--- config.mk ---
export PLATFORM = sky130hd
export DESIGN_NAME = lcd_scanout
export DESIGN_NICKNAME = d
export VERILOG_FILES = /design/src/rtl/lcd_pkg.sv /design/src/rtl/vga_timing_gen.sv /design/src/rtl/lcd_scanout.sv
export SDC_FILE = /design/constraint.sdc
export NUM_CORES = 1
export LEC_CHECK = 0
export CAP_MARGIN = 20
export CORE_ASPECT_RATIO = 1.4
export CORE_MARGIN = 3
export CORE_UTILIZATION = 59
export CTS_CLUSTER_DIAMETER = 30
export DETAILED_ROUTE_END_ITERATION = 7
export PLACE_DENSITY = 0.85
export SYNTH_ARGS = -nofsm -noshare
export SYNTH_HDL_FRONTEND = slang
export SYNTH_SLANG_ARGS = --single-unit
--- constraint.sdc ---
create_clock -name clk -period 4.6 [get_ports clk]
set_input_delay 0.92 -clock clk [delete_from_list [all_inputs] [get_ports clk]]
set_output_delay 0.92 -clock clk [all_outputs]
set_load 0.005 [all_outputs]
--- src/rtl/lcd_pkg.sv ---
// lcd_pkg: shared constants and types for the LCD-to-VGA scan-out path.
//   - Game screen geometry (GB_W x GB_H)
//   - 640x480@60 VGA timing defaults and window placement defaults
//   - shade_t / rgb12_t typedefs, gray-level lookup, pipeline beam record
package lcd_pkg;

    localparam int GB_W = 160;
    localparam int GB_H = 144;

    localparam int VGA_H_ACTIVE = 640;
    localparam int VGA_H_FP     = 16;
    localparam int VGA_H_SYNC   = 96;
    localparam int VGA_H_BP     = 48;
    localparam int VGA_V_ACTIVE = 480;
    localparam int VGA_V_FP     = 10;
    localparam int VGA_V_SYNC   = 2;
    localparam int VGA_V_BP     = 33;

    localparam int DEF_SCALE      = 3;
    localparam int DEF_X_OFF      = 80;
    localparam int DEF_Y_OFF      = 24;
    localparam int DEF_FB_LATENCY = 2;

    typedef logic [1:0]  shade_t;
    typedef logic [11:0] rgb12_t;

    // Index 0 (lightest) is the rightmost element: level 0 -> F ... level 3 -> 0.
    localparam logic [3:0][3:0] GRAY_LEVEL = {4'h0, 4'h5, 4'hA, 4'hF};

    // Per-pixel control bits carried down the delay line next to the BRAM read.
    typedef struct packed {
        logic win;
        logic active;
        logic hs;
        logic vs;
        logic vblank;
        logic fs;
    } beam_t;

    localparam beam_t BEAM_IDLE = '{win: 1'b0, active: 1'b0, hs: 1'b1, vs: 1'b1,
                                    vblank: 1'b0, fs: 1'b0};

endpackage

--- src/rtl/vga_timing_gen.sv ---
// vga_timing_gen: free-running raster counters for one VGA mode.
// Ports:
//   clk     in   pixel clock
//   rst_n   in   synchronous reset, active low (raster restarts at 0,0)
//   hcount  out  horizontal position 0..H_TOTAL-1
//   vcount  out  line number 0..V_TOTAL-1, advances when hcount wraps
//   hs_raw  out  hsync for the current position, active low, undelayed
//   vs_raw  out  vsync for the current line, active low, undelayed
//   active  out  current position is inside the visible area
module vga_timing_gen
    import lcd_pkg::*;
#(
    parameter int H_ACTIVE = VGA_H_ACTIVE,
    parameter int H_FP     = VGA_H_FP,
    parameter int H_SYNC   = VGA_H_SYNC,
    parameter int H_BP     = VGA_H_BP,
    parameter int V_ACTIVE = VGA_V_ACTIVE,
    parameter int V_FP     = VGA_V_FP,
    parameter int V_SYNC   = VGA_V_SYNC,
    parameter int V_BP     = VGA_V_BP
) (
    input  logic       clk,
    input  logic       rst_n,
    output logic [9:0] hcount,
    output logic [9:0] vcount,
    output logic       hs_raw,
    output logic       vs_raw,
    output logic       active
);

    localparam logic [9:0] H_LAST   = 10'(H_ACTIVE + H_FP + H_SYNC + H_BP - 1);
    localparam logic [9:0] V_LAST   = 10'(V_ACTIVE + V_FP + V_SYNC + V_BP - 1);
    localparam logic [9:0] HS_START = 10'(H_ACTIVE + H_FP);
    localparam logic [9:0] HS_END   = 10'(H_ACTIVE + H_FP + H_SYNC);
    localparam logic [9:0] VS_START = 10'(V_ACTIVE + V_FP);
    localparam logic [9:0] VS_END   = 10'(V_ACTIVE + V_FP + V_SYNC);
    localparam logic [9:0] H_VIS    = 10'(H_ACTIVE);
    localparam logic [9:0] V_VIS    = 10'(V_ACTIVE);

    always_ff @(posedge clk) begin
        if (!rst_n) begin
            hcount <= '0;
            vcount <= '0;
        end else if (hcount == H_LAST) begin
            hcount <= '0;
            vcount <= (vcount == V_LAST) ? '0 : vcount + 10'd1;
        end else begin
            hcount <= hcount + 10'd1;
        end
    end

    assign hs_raw = !((hcount >= HS_START) && (hcount < HS_END));
    assign vs_raw = !((vcount >= VS_START) && (vcount < VS_END));
    assign active = (hcount < H_VIS) && (vcount < V_VIS);

endmodule

--- src/rtl/lcd_scanout.sv ---
// lcd_scanout: reads the 160x144 screen buffer and shows it 3x scaled,
// centred in a 640x480 VGA raster.
// Ports:
//   clk          in   pixel clock
//   rst_n        in   synchronous reset, active low
//   fb_addr      out  screen-buffer read address (row*160+col), 0 outside window
//   fb_rd        out  read enable, high while fb_addr is valid (window only)
//   fb_data      in   shade returned FB_LATENCY cycles after fb_addr
//   palette      in   BGP-style shade map, latched at the start of each frame
//   vga_r/g/b    out  4-bit colour channels
//   vga_hs/vs    out  syncs, active low
//   vblank       out  raster line >= V_ACTIVE, aligned with RGB
//   frame_start  out  one-cycle pulse with output pixel (0,0)
// All outputs trail the raster counters by FB_LATENCY+1 cycles.
module lcd_scanout
    import lcd_pkg::*;
#(
    parameter int     H_ACTIVE   = VGA_H_ACTIVE,
    parameter int     H_FP       = VGA_H_FP,
    parameter int     H_SYNC     = VGA_H_SYNC,
    parameter int     H_BP       = VGA_H_BP,
    parameter int     V_ACTIVE   = VGA_V_ACTIVE,
    parameter int     V_FP       = VGA_V_FP,
    parameter int     V_SYNC     = VGA_V_SYNC,
    parameter int     V_BP       = VGA_V_BP,
    parameter int     SCALE      = DEF_SCALE,
    parameter int     X_OFF      = DEF_X_OFF,
    parameter int     Y_OFF      = DEF_Y_OFF,
    parameter int     FB_LATENCY = DEF_FB_LATENCY,
    parameter rgb12_t BORDER_RGB = 12'h000
) (
    input  logic        clk,
    input  logic        rst_n,
    output logic [14:0] fb_addr,
    output logic        fb_rd,
    input  logic [1:0]  fb_data,
    input  logic [7:0]  palette,
    output logic [3:0]  vga_r,
    output logic [3:0]  vga_g,
    output logic [3:0]  vga_b,
    output logic        vga_hs,
    output logic        vga_vs,
    output logic        vblank,
    output logic        frame_start
);

    localparam logic [9:0] H_LAST  = 10'(H_ACTIVE + H_FP + H_SYNC + H_BP - 1);
    localparam logic [9:0] X_FIRST = 10'(X_OFF);
    localparam logic [9:0] X_PRE   = 10'(X_OFF - 1);
    localparam logic [9:0] X_END   = 10'(X_OFF + GB_W * SCALE);
    localparam logic [9:0] Y_FIRST = 10'(Y_OFF);
    localparam logic [9:0] Y_PRE   = 10'(Y_OFF - 1);
    localparam logic [9:0] Y_END   = 10'(Y_OFF + GB_H * SCALE);
    localparam logic [9:0] V_VIS   = 10'(V_ACTIVE);
    localparam logic [1:0] SUB_LAST = 2'(SCALE - 1);

    logic [9:0] hcount;
    logic [9:0] vcount;
    logic       hs_raw;
    logic       vs_raw;
    logic       active;

    vga_timing_gen #(
        .H_ACTIVE (H_ACTIVE),
        .H_FP     (H_FP),
        .H_SYNC   (H_SYNC),
        .H_BP     (H_BP),
        .V_ACTIVE (V_ACTIVE),
        .V_FP     (V_FP),
        .V_SYNC   (V_SYNC),
        .V_BP     (V_BP)
    ) u_timing (
        .clk    (clk),
        .rst_n  (rst_n),
        .hcount (hcount),
        .vcount (vcount),
        .hs_raw (hs_raw),
        .vs_raw (vs_raw),
        .active (active)
    );

    logic win_x;
    logic win_y;
    logic win;

    assign win_x = (hcount >= X_FIRST) && (hcount < X_END);
    assign win_y = (vcount >= Y_FIRST) && (vcount < Y_END);
    assign win   = win_x && win_y;

    // Source col/row tracking without a divider: sub-counters xs/ys count the
    // SCALE repeats, and are preloaded on the position just before the window
    // so they already hold the right values when the window opens.
    logic [1:0]  xs;
    logic [1:0]  ys;
    logic [7:0]  col;
    logic [14:0] row_base;

    always_ff @(posedge clk) begin
        if (!rst_n) begin
            xs       <= '0;
            col      <= '0;
            ys       <= '0;
            row_base <= '0;
        end else begin
            if (hcount == X_PRE) begin
                xs  <= '0;
                col <= '0;
            end else if (win_x) begin
                if (xs == SUB_LAST) begin
                    xs  <= '0;
                    col <= col + 8'd1;
                end else begin
                    xs <= xs + 2'd1;
                end
            end

            if (hcount == H_LAST) begin
                if (vcount == Y_PRE) begin
                    ys       <= '0;
                    row_base <= '0;
                end else if (win_y) begin
                    if (ys == SUB_LAST) begin
                        ys       <= '0;
                        row_base <= row_base + 15'(GB_W);
                    end else begin
                        ys <= ys + 2'd1;
                    end
                end
            end
        end
    end

    assign fb_rd   = win;
    assign fb_addr = win ? (row_base + {7'd0, col}) : '0;

    // Palette is sampled only at raster (0,0) so a frame never mixes two maps.
    logic [7:0] pal_q;

    always_ff @(posedge clk) begin
        if ((hcount == '0) && (vcount == '0)) begin
            pal_q <= palette;
        end
    end

    beam_t cur;

    always_comb begin
        cur        = BEAM_IDLE;
        cur.win    = win;
        cur.active = active;
        cur.hs     = hs_raw;
        cur.vs     = vs_raw;
        cur.vblank = (vcount >= V_VIS);
        cur.fs     = (hcount == '0) && (vcount == '0);
    end

    // Control bits wait here while the BRAM read is in flight.
    beam_t dly [FB_LATENCY];
    beam_t tail;

    always_ff @(posedge clk) begin
        if (!rst_n) begin
            for (int i = 0; i < FB_LATENCY; i++) begin
                dly[i] <= BEAM_IDLE;
            end
        end else begin
            dly[0] <= cur;
            for (int i = 1; i < FB_LATENCY; i++) begin
                dly[i] <= dly[i-1];
            end
        end
    end

    assign tail = dly[FB_LATENCY-1];

    shade_t lvl_sel;
    logic [3:0] lvl;
    rgb12_t rgb_next;

    always_comb begin
        lvl_sel = pal_q[{fb_data, 1'b0} +: 2];
        lvl     = GRAY_LEVEL[lvl_sel];
    end

    // fb_data only steers the colour when the delayed window flag is set, so
    // undriven read data outside the window never reaches the pins.
    always_comb begin
        rgb_next = 12'h000;
        if (tail.win) begin
            rgb_next = {lvl, lvl, lvl};
        end else if (tail.active) begin
            rgb_next = BORDER_RGB;
        end
    end

    rgb12_t rgb_q;
    logic   hs_q;
    logic   vs_q;
    logic   vblank_q;
    logic   fs_q;

    always_ff @(posedge clk) begin
        if (!rst_n) begin
            rgb_q    <= '0;
            hs_q     <= 1'b1;
            vs_q     <= 1'b1;
            vblank_q <= 1'b0;
            fs_q     <= 1'b0;
        end else begin
            rgb_q    <= rgb_next;
            hs_q     <= tail.hs;
            vs_q     <= tail.vs;
            vblank_q <= tail.vblank;
            fs_q     <= tail.fs;
        end
    end

    assign vga_r       = rgb_q[11:8];
    assign vga_g       = rgb_q[7:4];
    assign vga_b       = rgb_q[3:0];
    assign vga_hs      = hs_q;
    assign vga_vs      = vs_q;
    assign vblank      = vblank_q;
    assign frame_start = fs_q;

endmodule

==> results by group <==
Clocking
  • CTS tree: yes
  • Max H-tree Level: 3
  • CTS buffer count: 9
  • Clk buf depth: 2
  • Hold-fix buffers, CTS: 0
  • Cts repair resizes: 0
  • Clock sinks: 66
  • Root Buffer: clkbuf_8
  • Clock slew at reported path FFs: 70 ps
  • Number of buffers added for setup after CTS: 0
  • Worst-skew pair later-pin latency: 340 ps

Floorplan
  • Die X: 68.35 um
  • # rows: 31
  • Die Area: 6376 um^2
  • Die height: 93.29 um
  • Starting Density: 61.31%
  • IO Pins: 44
  • Core area: 5236 um^2

Placed design
  • Routability cong.: 0.8441
  • Pre-CTS setup slack: 1160 ps
  • Detailed Place HPWL: 4.344 mm
  • IO buf count: 43

Cells and area
  • Layout area overhead: 17.61%
  • Fillers: 389
  • Fraction of layout cells with a size suffix above 1: 6.394%
  • Nets: 408
  • Final core utilization: 72.11%
  • Number of antenna diodes: 0

Pwr
  • Power per Cell Area: 296.1 nW/um^2
  • Worst vdd ir: 282.5 uV
  • Lkg Pwr: 0.001347 uW

Detailed routing
  • Initial DRC Count: 111
  • Routed wire length: 6.102 mm
  • Met3 wire len: 278 um
  • DRC: 0
  • WL/cell: 13.35 um
  • Top routing layer in use: met4
  • Routed Antenna Nets: 0
  • Met1 Wirelength: 2.575 mm
  • Metal2 WL: 3.102 mm
  • Post-DR vias/cell: 5.573
  • Via count: 2547
  • First-pass iteration count of the detailed router: 4

Synth
  • Main flop type after synthesis: dfxtp_1
  • Async S/R FF share, synth: 0%
  • Synth Register Bits: 66
  • Cell taking the most area after synthesis: dfxtp_1
  • Cells after synthesis: 357
  • Synth unique cells: 47
  • Share of the synthesized area in the top cell type: 36.17%
  • Syn Area/Cell: 8.993 um^2
  • Yosys warns: 0
  • Post-Syn Nets: 379
  • EDFF count, synth: 8
  • Mapped Area: 3211 um^2
  • Sequential area share after synthesis: 43.65%
  • Ranking of synthesized cells by area: dfxtp_1 36%, edfxtp_1 7.5%, nor2_1 6.4%

Worst setup path
  • Critical Path, Cell by Cell: nand2b_1, o22ai_1, nor2_1, nand3b_1, inv_1, and2_1, clkdlybuf4s50_1
  • R2R Path Start: u_timing.vcount[5]
  • Critical Path Source: u_timing.hcount[6]
  • Crit path largest cell delay: 520 ps
  • Crit end category: primary output
  • Top delay family on crit path: simple AND/OR/NAND/NOR gates
  • Worst setup SP type: flop
  • CP max FO: 15
  • Critical Path AT: 2910 ps
  • Critical Path RT: 3680 ps
  • Worst path bufs/invs: 2
  • Crit-path slowest cell: nand3b_1
  • Crit path kind: flop to primary output

Global route
  • GRT Resource Usage Total: 21.39%
  • Pin count of the biggest net entering global routing: 24
  • Initial antenna violation count: 0
  • Total gr overflow: 0
  • First-pass GRT wire length: 10.28 mm
  • Number of global-route vias before repair: 2366

Timing
  • Final hold viol count: 0
  • Fin Setup TNS: 0 ps
  • Worst Skew: 5.219 ps
  • Final period util: 83.30%
  • Min cycle time layout: 3832 ps
  • Slew Limit Fails: 0
  • Slew margin rel.: 44.84%
  • Setup-failing EPs final: 0
  • RSZ-0062 raised after global routing: false
  • Peak Freq: 261.0 MHz
  • Setup WS post-layout: 768.2 ps
  • Slew @ Worst Pin: 827.5 ps

Run
  • Max Cap Viol: 0

Hold path
  • Hold Startpoint: dly[0][9]
  • Hold WC Path Type: flop to flop

Run status
  • Status: finished, final reports clean
## metrics by stage
step                area (um^2)  hold slack (ps)  total power, uW  std cells
finish                     3776            409.2             1118        457
global route               3776            426.8             1156        457
CTS                        3776            412.9             1126        457
detailed placement         3582            393.7            654.5        441
global placement           3582            393.2            652.9        441
floorplan                  3211            386.3            636.2        357
## path summary, 6_finish.rpt
path / end / slack [ps] / cells after the start
setup / recovery: fb_addr[5] / 770 / 7
hold / removal: vga_hs / 410 / 1
setup reg to reg: row_base[12] / 2130 / 5
hold reg to reg: vga_hs / 410 / 1
## power breakdown
group	switching, uW	internal (uW)	total [uW]
combinational	20.4	19.4	39.8
sequential	4.39	597	601
clock	226	251	477
## layer usage
metal  global-route usage [%]  vias to the layer above
met5                        0                        -
li1                         -                     1297
met4                    9.619                        0
met3                    6.130                       15
met1                    24.03                     1169
met2                    36.36                       66
## layout by cell type (no fill, tap or decap), types with 10 or more instances in the layout
cell type,n
nand2_1,21
xor2_1,16
a21oi_1,16
inv_1,11
clkdlybuf4s50_1,43
and2_1,12
ha_1,10
nor2_1,55
dfxtp_1,58
nand3_1,12
xnor2_1,15
## kinds of logic after synthesis
kind of cell	count (synthesis)	synth area share, %
XOR/XNOR	31	8.457
multiplexers	3	1.715
adder cells (fa/ha/maj)	10	3.897
other	1	0.1168
buffers and inverters	36	5.690
AO/OA/AOI/OAI	50	10.25
AND/OR/NAND/NOR	160	26.23
flip-flops	66	43.65
## sequential cells by signal (all words and copies together), names as in the netlist
name and count:
xs 2, dly 10, u_timing.vcount 10, vblank 1
vga_vs 1, col 8, pal_q 8, vga_hs 1
ys 2, rgb_q 2, u_timing.hcount 10, frame_start 1
row_base 10
## cell usage after synthesis (3+ instances only)
library cell and n:
nor3_1 5, clkbuf_1 11, a21oi_1 16, xor2_1 16, inv_1 11, and3_1 7
xnor2_1 15, nor2_1 55, o21ai_0 7, o31ai_1 8, a31o_2 4, and2_1 12
nand4_1 5, a21o_1 3, nand2b_1 6, nor4b_1 3, nand3_1 12, dfxtp_1 58
ha_1 10, nor4_1 5, o21ai_1 3, or4_1 7, edfxtp_1 8, o2111ai_1 4
or3_1 9, nand2_1 21, nand4b_1 3, buf_4 10
## final cells by class
type                            instances  area [um^2]  share of cell area [%]
Clock inverter                          6        66.31                   1.756
Timing Repair Buffer                   43        430.4                   11.40
Tap cell                               66        82.58                   2.187
Sequential cell                        66         1401                   37.11
Multi-Input combinational cell        255         1627                   43.07
Inverter                               11        41.29                   1.093
Clock buffer                           10        127.6                   3.380
No activity file was read; power rests on OpenSTA's default activity.
